--- config.mk ---
export PLATFORM = sky130hd
export DESIGN_NAME = instr_encoder_loader_flat
export DESIGN_NICKNAME = d
export VERILOG_FILES = /design/src/rtl/instr_encoder_loader_if.sv /design/src/rtl/instr_encoder_loader.sv /design/src/flat_wrapper.sv
export SDC_FILE = /design/constraint.sdc
export NUM_CORES = 1
export LEC_CHECK = 0
export ABC_AREA = 1
export CORE_ASPECT_RATIO = 1.4
export CORE_MARGIN = 2
export CORE_UTILIZATION = 44
export DETAILED_ROUTE_END_ITERATION = 8
export PLACE_DENSITY = 0.86
export SLEW_MARGIN = 20
export SYNTH_ARGS = -nofsm -noshare
export SYNTH_HDL_FRONTEND = slang
export SYNTH_SLANG_ARGS = --single-unit
--- constraint.sdc ---
create_clock -name clk -period 4.7 [get_ports clk]
set_input_delay 0.705 -clock clk [delete_from_list [all_inputs] [get_ports clk]]
set_output_delay 0.705 -clock clk [all_outputs]
set_load 0.02 [all_outputs]
--- src/rtl/instr_encoder_loader_if.sv ---
// Field-bundle handshake between a boot host (master) and the instruction encoder/loader (slave).
interface instr_encoder_loader_if;
  logic        in_valid;
  logic        in_ready;
  logic [1:0]  fmt;
  logic [5:0]  opcode;
  logic [4:0]  rs;
  logic [4:0]  rt;
  logic [4:0]  rd;
  logic [4:0]  shamt;
  logic [5:0]  funct;
  logic [15:0] imm;
  logic [25:0] target;
  logic        last;

  modport master (
    output in_valid, fmt, opcode, rs, rt, rd, shamt, funct, imm, target, last,
    input  in_ready
  );

  modport slave (
    input  in_valid, fmt, opcode, rs, rt, rd, shamt, funct, imm, target, last,
    output in_ready
  );
endinterface

--- src/rtl/instr_encoder_loader.sv ---
// Packs decoded R/I/J instruction fields into 32-bit words and writes them to
// consecutive instruction-memory addresses from a programmable base.
//
// state  | meaning
// IDLE   | waiting for start
// ACCEPT | in_ready high, waiting for a field bundle
// WRITE  | one-cycle memory write of the captured word (suppressed if illegal/full)
// DONE   | one-cycle done pulse; start here restarts directly
module instr_encoder_loader #(
  parameter int IMEM_DEPTH = 64,
  parameter int ADDR_W     = 6
) (
  input  logic                     clk,
  input  logic                     rst_n,
  input  logic                     start,
  input  logic [ADDR_W-1:0]        base_addr,
  instr_encoder_loader_if.slave    bus,
  output logic                     imem_we,
  output logic [ADDR_W-1:0]        imem_addr,
  output logic [31:0]              imem_wdata,
  output logic                     busy,
  output logic                     done,
  output logic                     err,
  output logic [ADDR_W:0]          count
);

  typedef enum logic [1:0] {S_IDLE, S_ACCEPT, S_WRITE, S_DONE} state_t;

  localparam logic [ADDR_W:0] DEPTH_P = (ADDR_W+1)'(IMEM_DEPTH);
  localparam logic [ADDR_W:0] ONE_P   = (ADDR_W+1)'(1);

  state_t          state, state_nxt;
  logic [ADDR_W:0] ptr;
  logic [ADDR_W:0] cnt;
  logic            err_q;
  logic [31:0]     word_q;
  logic            legal_q;
  logic            last_q;

  logic [31:0]     enc_word;
  logic            legal_c;
  logic            hs;
  logic            can_write;
  logic            ready_c;

  always_comb begin
    enc_word = 32'h0;
    legal_c  = 1'b0;
    case (bus.fmt)
      2'b00: begin
        enc_word = {bus.opcode, bus.rs, bus.rt, bus.rd, bus.shamt, bus.funct};
        legal_c  = (bus.opcode == 6'b000000);
      end
      2'b01: begin
        enc_word = {bus.opcode, bus.rs, bus.rt, bus.imm};
        legal_c  = (bus.opcode == 6'b001000) || (bus.opcode == 6'b100111) ||
                   (bus.opcode == 6'b100011) || (bus.opcode == 6'b101011);
      end
      2'b10: begin
        enc_word = {bus.opcode, bus.target};
        legal_c  = (bus.opcode == 6'b000010);
      end
      default: begin
        enc_word = 32'h0;
        legal_c  = 1'b0;
      end
    endcase
  end

  // Pointer is one bit wider than the address so a full memory never wraps.
  assign can_write = legal_q && (ptr < DEPTH_P);
  assign hs        = (state == S_ACCEPT) && bus.in_valid;

  always_comb begin
    state_nxt = state;
    ready_c   = 1'b0;
    imem_we   = 1'b0;
    busy      = 1'b0;
    done      = 1'b0;
    case (state)
      S_IDLE: begin
        if (start) state_nxt = S_ACCEPT;
      end
      S_ACCEPT: begin
        ready_c = 1'b1;
        busy    = 1'b1;
        if (bus.in_valid) state_nxt = S_WRITE;
      end
      S_WRITE: begin
        busy      = 1'b1;
        imem_we   = can_write;
        state_nxt = last_q ? S_DONE : S_ACCEPT;
      end
      S_DONE: begin
        done      = 1'b1;
        state_nxt = start ? S_ACCEPT : S_IDLE;
      end
      default: state_nxt = S_IDLE;
    endcase
  end

  always_ff @(posedge clk or negedge rst_n) begin
    if (!rst_n) state <= S_IDLE;
    else        state <= state_nxt;
  end

  always_ff @(posedge clk or negedge rst_n) begin
    if (!rst_n) begin
      ptr     <= '0;
      cnt     <= '0;
      err_q   <= 1'b0;
      word_q  <= 32'h0;
      legal_q <= 1'b0;
      last_q  <= 1'b0;
    end else begin
      if (((state == S_IDLE) || (state == S_DONE)) && start) begin
        ptr   <= {1'b0, base_addr};
        cnt   <= '0;
        err_q <= 1'b0;
      end
      if (hs) begin
        word_q  <= enc_word;
        legal_q <= legal_c;
        last_q  <= bus.last;
      end
      if (state == S_WRITE) begin
        if (can_write) begin
          ptr <= ptr + ONE_P;
          cnt <= cnt + ONE_P;
        end else begin
          err_q <= 1'b1;
        end
      end
    end
  end

  assign bus.in_ready = ready_c;
  assign imem_addr    = ptr[ADDR_W-1:0];
  assign imem_wdata   = word_q;
  assign err          = err_q;
  assign count        = cnt;

endmodule
--- src/flat_wrapper.sv ---
// flat-port wrapper written by rule: the top's interface ports become plain ports
module instr_encoder_loader_flat 
#(
  parameter int IMEM_DEPTH = 64,
  parameter int ADDR_W     = 6
)
  (clk, rst_n, start, base_addr, imem_we, imem_addr, imem_wdata, busy, done, err, count, bus_in_valid, bus_fmt, bus_opcode, bus_rs, bus_rt, bus_rd, bus_shamt, bus_funct, bus_imm, bus_target, bus_last, bus_in_ready);
  instr_encoder_loader_if bus_i ();
  input  logic clk;
  input  logic rst_n;
  input  logic start;
  input  logic [ADDR_W-1:0] base_addr;
  output logic imem_we;
  output logic [ADDR_W-1:0] imem_addr;
  output logic [31:0] imem_wdata;
  output logic busy;
  output logic done;
  output logic err;
  output logic [ADDR_W:0] count;
  input wire logic [$bits(bus_i.in_valid)-1:0] bus_in_valid;
  input wire logic [$bits(bus_i.fmt)-1:0] bus_fmt;
  input wire logic [$bits(bus_i.opcode)-1:0] bus_opcode;
  input wire logic [$bits(bus_i.rs)-1:0] bus_rs;
  input wire logic [$bits(bus_i.rt)-1:0] bus_rt;
  input wire logic [$bits(bus_i.rd)-1:0] bus_rd;
  input wire logic [$bits(bus_i.shamt)-1:0] bus_shamt;
  input wire logic [$bits(bus_i.funct)-1:0] bus_funct;
  input wire logic [$bits(bus_i.imm)-1:0] bus_imm;
  input wire logic [$bits(bus_i.target)-1:0] bus_target;
  input wire logic [$bits(bus_i.last)-1:0] bus_last;
  output wire logic [$bits(bus_i.in_ready)-1:0] bus_in_ready;
  assign bus_i.in_valid = bus_in_valid;
  assign bus_i.fmt = bus_fmt;
  assign bus_i.opcode = bus_opcode;
  assign bus_i.rs = bus_rs;
  assign bus_i.rt = bus_rt;
  assign bus_i.rd = bus_rd;
  assign bus_i.shamt = bus_shamt;
  assign bus_i.funct = bus_funct;
  assign bus_i.imm = bus_imm;
  assign bus_i.target = bus_target;
  assign bus_i.last = bus_last;
  assign bus_in_ready = bus_i.in_ready;
  instr_encoder_loader #(.IMEM_DEPTH(IMEM_DEPTH), .ADDR_W(ADDR_W)) u_core (.clk(clk), .rst_n(rst_n), .start(start), .base_addr(base_addr), .bus(bus_i), .imem_we(imem_we), .imem_addr(imem_addr), .imem_wdata(imem_wdata), .busy(busy), .done(done), .err(err), .count(count));
endmodule
==> metrics.csv, run 1 <==
metric,value,unit
outcome,"complete, no violations",
finalNonFillerCells,581,
final_cell_mix,"nand2_1, clkdlybuf4s50_1, dfrtp_1, nand3_1, nor2_1",
cts_tree,yes,
diodes,0,
numCtsBuffers,5,
gp_congestion,0.818,
tns,0,ns
period_minus_slack,3.02,ns
die-height,98.1,microns
clock_skew,0.0103,ns
hp-start,u_core.imem_wdata[12],
overflow,0,
ff2ff_setup_slack,2.11,ns
area_delta_synth_final,52.4,%
grt_pass1_vias,2928,
port-buffer-count,136,
startpoint,u_core.state[0],
synth_edf_count,0,
drv_cap,0,
synth_top_family_by_area,simple AND/OR/NAND/NOR gates,
grtUsageTotal,23.0,%
finalHoldViolCount,0,
place_ws,1.66,ns
dr.first_iter.drc_count,195,
max_freq,0.331,GHz
critPathKind,reg2out,
clk_pin_slew_worst_paths,0.08,ns
ys_warn_count,0,
seq_area_frac_synth,45.9,%
yosys.area_share.simple,33.8,%
htreeDepth,2,
nets,602,
finalSetupViolations,0,
netlist_area,2780,sq um
finalMaxSlewViolations,0,
core-area,6170,sq um
synth_fa_ha_area_share,3.15,%
cp_cell_sequence,"inv_1, ha_1, nand2_4, inv_1, clkdlybuf4s50_1",
endpoint,imem_we,
clk_latency,0.31,ns
post-dp-hpwl,5.85,mm
ctsResizeCount,0,
synth-compound-area-share,9.59,%
ioPinCount,137,
cellPowerDensity,509,nW/um^2
cp_slowest_cell,clkdlybuf4s50_1,
drtPass1Iterations,5,
vias,2931,
hold_class,reg2reg,
path_max_fanout,13,
holdBufCountCts,0,
timing.rr.start,u_core.state[1],
rsz0062_at_grt,no,
dp.cells,573,
fillCellCount,530,
synth-seq-cells,51,
synth.largest_area_cell,dfrtp_1,
synthMuxAreaShare,0,%
holdWs,0.480,ns
layout_setup_ws,1.68,ns
synth_top_area_share,45.9,%
synthXorXnorAreaFrac,0,%
syn_nets,474,
cts.sink_count,51,
grt_pass1_wl,13.2,mm
cp-start-kind,register,
placementRows,34,
post_cts_buffers,0,
start_util,45.1,%
cpPeakStageDelay,0.68,ns
synth_area_per_cell,7.32,sq um
relSlewSlack,48.8,%
vdd_drop_max,0.000246,V
endpoint_kind,primary output,
drive_gt1_share,3.73,%
cp_data_arrival_time,2.32,ns
die-area,6980,sq um
drc,0,
cts_buffer_depth,2,
grt_max_degree,52,
synth_async_sr_flop_share,100,%
reg2reg_depth,6,
min_period_over_period,64.3,%
cp.required,3.99,ns
cpMostUsedCell,inv_1,
r2r-end,u_core.imem_wdata[19],
root_buffer,clkbuf_8,
fin_util,68.7,%
tightest_slew,0.764,ns
synth_cell_types,23,
synthCells,380,
vias_per_cell,5.04,
routedWlPerCell,13.2,microns
power.leakage,2.00,nW
synthTopCellsByArea,"dfrtp_1, nand2_1, nand3_1",
ant_nets,0,
wl,7.66,mm
antenna_found_initial,0,
final_common_cell,nand2_1,
synthFlopType,dfrtp_1,
die_w,71.2,microns
## area by class of cell
type / count / area (sq um) / area share, %
Inverter: 28 / 105 / 2.48
Clock buffer: 8 / 100 / 2.36
Multi-Input combinational cell: 284 / 1290 / 30.5
Timing Repair Buffer: 138 / 1370 / 32.4
Tap cell: 72 / 90.1 / 2.13
Sequential cell: 51 / 1280 / 30.1
## sequential cells by signal, indices dropped and copies added (netlist names)
signal,count
u_core.last_q,1
u_core.imem_wdata,32
u_core.ptr,7
u_core.state,2
u_core.err,1
u_core.count,7
u_core.legal_q,1
## through the flow
step	area, sq um	power (mW)
2_1_floorplan	2780	1.37
3_3_place_gp	4140	1.86
3_5_place_dp	4140	1.90
4_1_cts	4240	2.18
5_1_grt	4240	2.31
6_report	4240	2.16
## worst max-delay path, delay by kind of cell (launching register included)
kind / cells / cell delay, ns
buffers and inverters: 3 / 1.16
flip-flops: 1 / 0.43
adder cells (fa/ha/maj): 1 / 0.29
AND/OR/NAND/NOR: 1 / 0.13
## synthesized netlist by cell type, types with 2 or more instances
cell      instances
dfrtp_1          51
buf_4            10
nor2_1           26
nor2_4            3
a21oi_1          25
clkbuf_1          4
inv_2             2
nand2_1         156
inv_1            25
a22o_1            3
buf_2             3
ha_1              7
nand3_1          36
o21ai_0          20
## power by group
part           total [mW]  switching (mW)  internal, mW  leakage (nW)
Sequential          0.744           0.123         0.620         0.642
Combinational        1.14           0.615         0.524          1.30
Clock               0.275           0.141         0.135        0.0515
## layer usage
layer,part of all wire (%),GRT usage (%),wire (microns)
met5,0,0,0
met4,1.6,6.68,123
met3,7.4,5.26,564
met2,52,41.0,4020
met1,39,27.2,2950
## how the worst min path moves through the flow
stage | cells past startpoint | slack [ns] | to
4_1_cts | 2 | 0.49 | u_core.imem_wdata[13]
5_1_grt | 2 | 0.51 | u_core.imem_wdata[13]
3_5_place_dp | 2 | 0.46 | u_core.imem_wdata[13]
2_1_floorplan | 0 | 0.41 | u_core.count[0]
3_3_place_gp | 2 | 0.46 | u_core.imem_wdata[13]
6_report | 2 | 0.48 | u_core.imem_wdata[12]
## logic make-up after synthesis
group | after synthesis
buffers and inverters | 45
AO/OA/AOI/OAI | 50
adder cells (fa/ha/maj) | 7
AND/OR/NAND/NOR | 227
flip-flops | 51
Power figures use the tool's default switching activity.
==> inputs of run 2 (changes only) <==
CORE_UTILIZATION = 41   (was 44)
PLACE_DENSITY = 0.81   (was 0.86)
clock period = 2.86 ns   (was 4.7 ns; I/O delays follow)
==> run 2 against run 1 <==
  * Critical endpoint unchanged
  * Final cell count rose by 1.0%
  * First-iteration DRC count fell by 18%
  * Clock skew fell by 0.0019 ns
  * Highest routed layer unchanged
  * Sequential share of layout area fell by 0.23 points
  * Combinational power rose by 66%
  * Clock power rose by 65%
==> metrics.csv, run 2 (same netlist as run 1, synthesis figures left out) <==
metric,value,unit,change
outcome,"complete, no violations",,
vias,2924,,-0.24%
clk_pin_slew_worst_paths,0.09,ns,about the same
cp-start-kind,register,,
critPathKind,reg2out,,
cp_cell_sequence,"inv_1, ha_1, nand2_4, inv_1, clkdlybuf4s50_1",,
intPower,2.11,mW,+65%
nets,606,,+0.66%
cellPowerDensity,834,nW/um^2,+64%
finalHoldViolCount,0,,unchanged
final_cell_mix,"nand2_1, clkdlybuf4s50_1, dfrtp_1, nand3_1, nor2_1",,
ioPinCount,137,,unchanged
die_w,73.6,microns,+3.4%
holdWs,0.185,ns,-0.295 ns
clk_latency,0.30,ns,about the same
placementRows,35,,+2.9%
cts_buffer_depth,2,,unchanged
wl,7.82,mm,+2.1%
ff2ff_setup_slack,1.03,ns,-1.08 ns
overflow,0,,unchanged
path_max_fanout,13,,unchanged
pwr-share-clk,12.8,%,about the same
dr.first_iter.drc_count,159,,-18%
period_minus_slack,2.68,ns,
combPwrFrac,53.2,%,+0.4 points
port-buffer-count,136,,unchanged
finalSetupViolations,0,,unchanged
hold_class,in2async,,
cp.required,2.43,ns,-1.56 ns
switchingPower,1.45,mW,+65%
tns,0,ns,unchanged
grt_max_degree,33,,-37%
area_delta_synth_final,53.6,%,
die-height,101,microns,+3.5%
endpoint_kind,primary output,,
power.leakage,2.02,nW,+0.98%
max_freq,0.373,GHz,
post-dp-hpwl,6.08,mm,+3.8%
min_period_over_period,93.7,%,
finalMaxSlewViolations,0,,unchanged
vias_per_cell,4.98,,-1.3%
start_util,42.3,%,-2.7 points
rsz0062_at_grt,no,,
grtUsageTotal,21.6,%,-1.4 points
vdd_drop_max,0.000338,V,+37%
switching_share,40.7,%,-0.052 points
diodes,0,,unchanged
post_cts_buffers,0,,unchanged
antenna_found_initial,0,,unchanged
drv_cap,0,,unchanged
cp_slowest_cell,clkdlybuf4s50_1,,
seqPwrFrac,34.1,%,-0.4 points
drive_gt1_share,4.48,%,+0.75 points
largest_reg_flops,32,,unchanged
cpPeakStageDelay,0.68,ns,about the same
cp_data_arrival_time,2.25,ns,-0.07 ns
cts_tree,yes,,
drc,0,,unchanged
cts.sink_count,51,,unchanged
core-area,6570,sq um,+6.5%
final_common_cell,nand2_1,,
die-area,7470,sq um,+7.0%
cpMostUsedCell,inv_1,,
layout_setup_ws,0.181,ns,-1.50 ns
relSlewSlack,49.7,%,+0.90 points
ant_nets,0,,unchanged
gp_congestion,0.831,,+1.7%
drtPass1Iterations,4,,-1
place_ws,0.509,ns,-1.15 ns
root_buffer,clkbuf_8,,
grt_pass1_wl,12.8,mm,-3.1%
fillCellCount,588,,+11%
tightest_slew,0.755,ns,-0.00874 ns
holdBufCountCts,0,,unchanged
numCtsBuffers,5,,unchanged
htreeDepth,2,,unchanged
grt_pass1_vias,2874,,-1.8%
routedWlPerCell,13.3,microns,+1.1%
ctsResizeCount,0,,unchanged
clock_skew,0.00839,ns,-0.00187 ns
[run 2: layout make-up]
type,instances,area [sq um],area share [%]
Multi-Input combinational cell,284,1290,30.3
Inverter,28,105,2.46
Clock buffer,8,100,2.34
Sequential cell,51,1280,29.9
Tap cell,74,92.6,2.17
Timing Repair Buffer,142,1400,32.8
[run 2: worst paths after layout]
check | from | end | cells after the start
setup / recovery | u_core.state[0] | imem_we | 5
hold / removal | rst_n | u_core.count[1] | 1
setup reg to reg | u_core.state[1] | u_core.imem_wdata[28] | 6
hold reg to reg | u_core.imem_wdata[4] | u_core.imem_wdata[4] | 2
max in group asynchronous | rst_n | u_core.imem_wdata[0] | 2
min in group clk | u_core.imem_wdata[4] | u_core.imem_wdata[4] | 2
[run 2: metrics by stage]
stage	utilization, %	instances	area (sq um)	power [mW]
floorplan	-	380	2780	2.25
detailed placement	63.5	579	4170	3.14
global placement	63.5	579	4170	3.09
finish	65.0	587	4270	3.56
CTS	65.0	587	4270	3.61
global route	65.0	587	4270	3.83
[run 2: per-layer routing]
| layer | wire, microns | part of all wire (%) | track usage, % | vias up |
|---|---|---|---|---|
| li1 | - | - | - | 1468 |
| met1 | 3030 | 39 | 24.6 | 1331 |
| met2 | 4230 | 54 | 40.3 | 119 |
| met3 | 502 | 6.4 | 4.98 | 6 |
| met4 | 65 | 0.83 | 4.76 | 0 |
| met5 | 0 | 0 | 0 | - |
[run 2: worst max-delay path, delay by kind of cell (launching register included)]
family,cells,cell delay (ns)
adder cells (fa/ha/maj),1,0.27
buffers and inverters,3,1.13
flip-flops,1,0.43
AND/OR/NAND/NOR,1,0.12
[run 2: power groups by stage]
stage                     combinational (mW)  clock (mW)  sequential (mW)
after floorplan                        0.762           0             1.49
after global placement                  1.87           0             1.22
after detailed placement                1.91           0             1.23
after CTS                               1.92       0.472             1.22
after global routing                    2.08       0.502             1.25
final                                   1.89       0.454             1.21
==> inputs of run 3 (changes only) <==
CORE_UTILIZATION = 44   (was 41)
PLACE_DENSITY = 0.86   (was 0.81)
clock period = 3.1 ns   (was 2.86 ns; I/O delays follow)
==> run 3 against run 2 <==
  * Critical path depth is the same
  * Register-to-register slack gained 0.08 ns
  * Global-route usage grew 1.0 points
  * Core utilization grew 3.5 points
  * Highest routed layer unchanged
  * Design area shrank 1.1%
  * First-iteration DRC count grew 25%
==> metrics.csv, run 3 (same netlist as run 1, synthesis figures left out) <==
metric,value,unit,change
outcome,"complete, no violations",,
combPwrFrac,53.3,%,about the same
tightest_slew,0.799,ns,+0.0439 ns
cpPeakStageDelay,0.68,ns,about the same
dr.first_iter.drc_count,198,,+25%
wl_met2,4.03,mm,-4.7%
cts.sink_count,51,,unchanged
max_freq,0.368,GHz,
die_w,71.2,microns,-3.3%
intPower,1.91,mW,-9.6%
final_common_cell,nand2_1,,
power,3.25,mW,-8.8%
finalHoldViolCount,0,,unchanged
wl,7.74,mm,-1.0%
ff2ff_setup_slack,1.11,ns,+0.08 ns
placementRows,34,,-2.9%
dp.cells,573,,-1.0%
post-dp-hpwl,5.88,mm,-3.3%
switchingPower,1.34,mW,-7.7%
grt_pass1_vias,2935,,+2.1%
rsz0062_at_grt,no,,
holdWs,0.160,ns,-0.0252 ns
port-buffer-count,136,,unchanged
core-area,6170,sq um,-6.1%
hold_class,in2async,,
die-height,98.1,microns,-3.3%
r2r-end,u_core.imem_wdata[23],,
numCtsBuffers,5,,unchanged
seqPwrFrac,34.6,%,+0.5 points
cpMostUsedCell,inv_1,,
gp_congestion,0.802,,-3.5%
cp_slowest_cell,clkdlybuf4s50_1,,
finalMaxSlewViolations,0,,unchanged
period_minus_slack,2.71,ns,
power.leakage,1.99,nW,-1.2%
grt_max_degree,36,,+9.1%
drv_cap,0,,unchanged
min_period_over_period,87.6,%,
cp_data_arrival_time,2.25,ns,about the same
dpl_cell_area,4140,sq um,-0.78%
cts_buffer_depth,2,,unchanged
clk_latency,0.30,ns,about the same
antenna_found_initial,0,,unchanged
wl_met1,3.06,mm,+1.2%
tns,0,ns,unchanged
highest_layer,met4,,
diodes,0,,unchanged
largest_reg_flops,32,,unchanged
endpoint_kind,primary output,,
die-area,6980,sq um,-6.5%
vias,2972,,+1.6%
grt_pass1_wl,12.9,mm,+1.0%
routedWlPerCell,13.3,microns,+0.20%
drtPass1Iterations,4,,unchanged
timing.rr.start,u_core.state[1],,
place_ws,0.719,ns,+0.210 ns
startpoint,u_core.state[0],,
ant_nets,0,,unchanged
cp-start-kind,register,,
clock_skew,0.00521,ns,-0.00318 ns
fin_area,4220,sq um,-1.1%
cellPowerDensity,769,nW/um^2,-7.8%
clk_pin_slew_worst_paths,0.09,ns,about the same
ioPinCount,137,,unchanged
finalNonFillerCells,580,,-1.2%
path_max_fanout,13,,unchanged
start_util,45.1,%,+2.7 points
wl_met3,499,microns,-0.60%
area_delta_synth_final,51.9,%,
drc,0,,unchanged
cts_tree,yes,,
fin_util,68.5,%,+3.5 points
grtUsageTotal,22.6,%,+1.0 points
critPathKind,reg2out,,
cp_cell_sequence,"inv_1, ha_1, nand2_4, inv_1, clkdlybuf4s50_1",,
vias_per_cell,5.12,,+2.9%
nets,602,,-0.66%
cp.required,2.63,ns,+0.20 ns
relSlewSlack,46.4,%,-3.3 points
reg2reg_depth,6,,unchanged
drive_gt1_share,3.74,%,-0.74 points
switching_share,41.2,%,+0.50 points
overflow,0,,unchanged
finalSetupViolations,0,,unchanged
post_cts_buffers,0,,unchanged
holdBufCountCts,0,,unchanged
root_buffer,clkbuf_8,,
layout_setup_ws,0.385,ns,+0.205 ns
ctsResizeCount,0,,unchanged
vdd_drop_max,0.000378,V,+12%
htreeDepth,2,,unchanged
final_cell_mix,"nand2_1, clkdlybuf4s50_1, dfrtp_1, nand3_1, nor2_1",,
pwr-share-clk,12.1,%,-0.7 points
run 3: changes by cell type in the layout (fill, tap and decap cells not counted), sizes merged:
cell	delta
clkinv	+1
clkbuf	-2
buf	-4
run 3: layout make-up:
type                            instances  area [sq um]
Clock inverter                          1          5.00
Sequential cell                        51          1280
Fill cell                             518          1940
Timing Repair Buffer                  138          1370
Inverter                               28           105
Tap cell                               72          90.1
Multi-Input combinational cell        284          1290
Clock buffer                            6          82.6
run 3: power groups by stage:
stage               logic (mW)  clock network (mW)  registers, mW
floorplan                0.703                   0           1.38
global placement          1.70                   0           1.12
detailed placement        1.75                   0           1.13
CTS                       1.75               0.406           1.12
global route              1.88               0.433           1.16
finish                    1.73               0.393           1.12
run 3: worst max-delay path by stage:
| stage | endpoint | slack (ns) |
|---|---|---|
| floorplan | u_core.ptr[5] | 1.47 |
| global placement | imem_we | 0.80 |
| detailed placement | imem_we | 0.72 |
| CTS | imem_we | 0.37 |
| global route | imem_we | 0.26 |
| finish | imem_we | 0.39 |
run 3: layer usage:
layer  GRT usage, %  up-vias
li1               -     1462
met1           26.9     1379
met2           40.0      119
met3           5.26       12
met4           6.97        0
met5              0        -
run 3: critical path: cells and delay by family, from the launching register on:
family                     cells  cell delay [ns]
buffers and inverters          3             1.13
and+or+nand+nor                1             0.11
DFF                            1             0.43
adders and majority gates      1             0.27
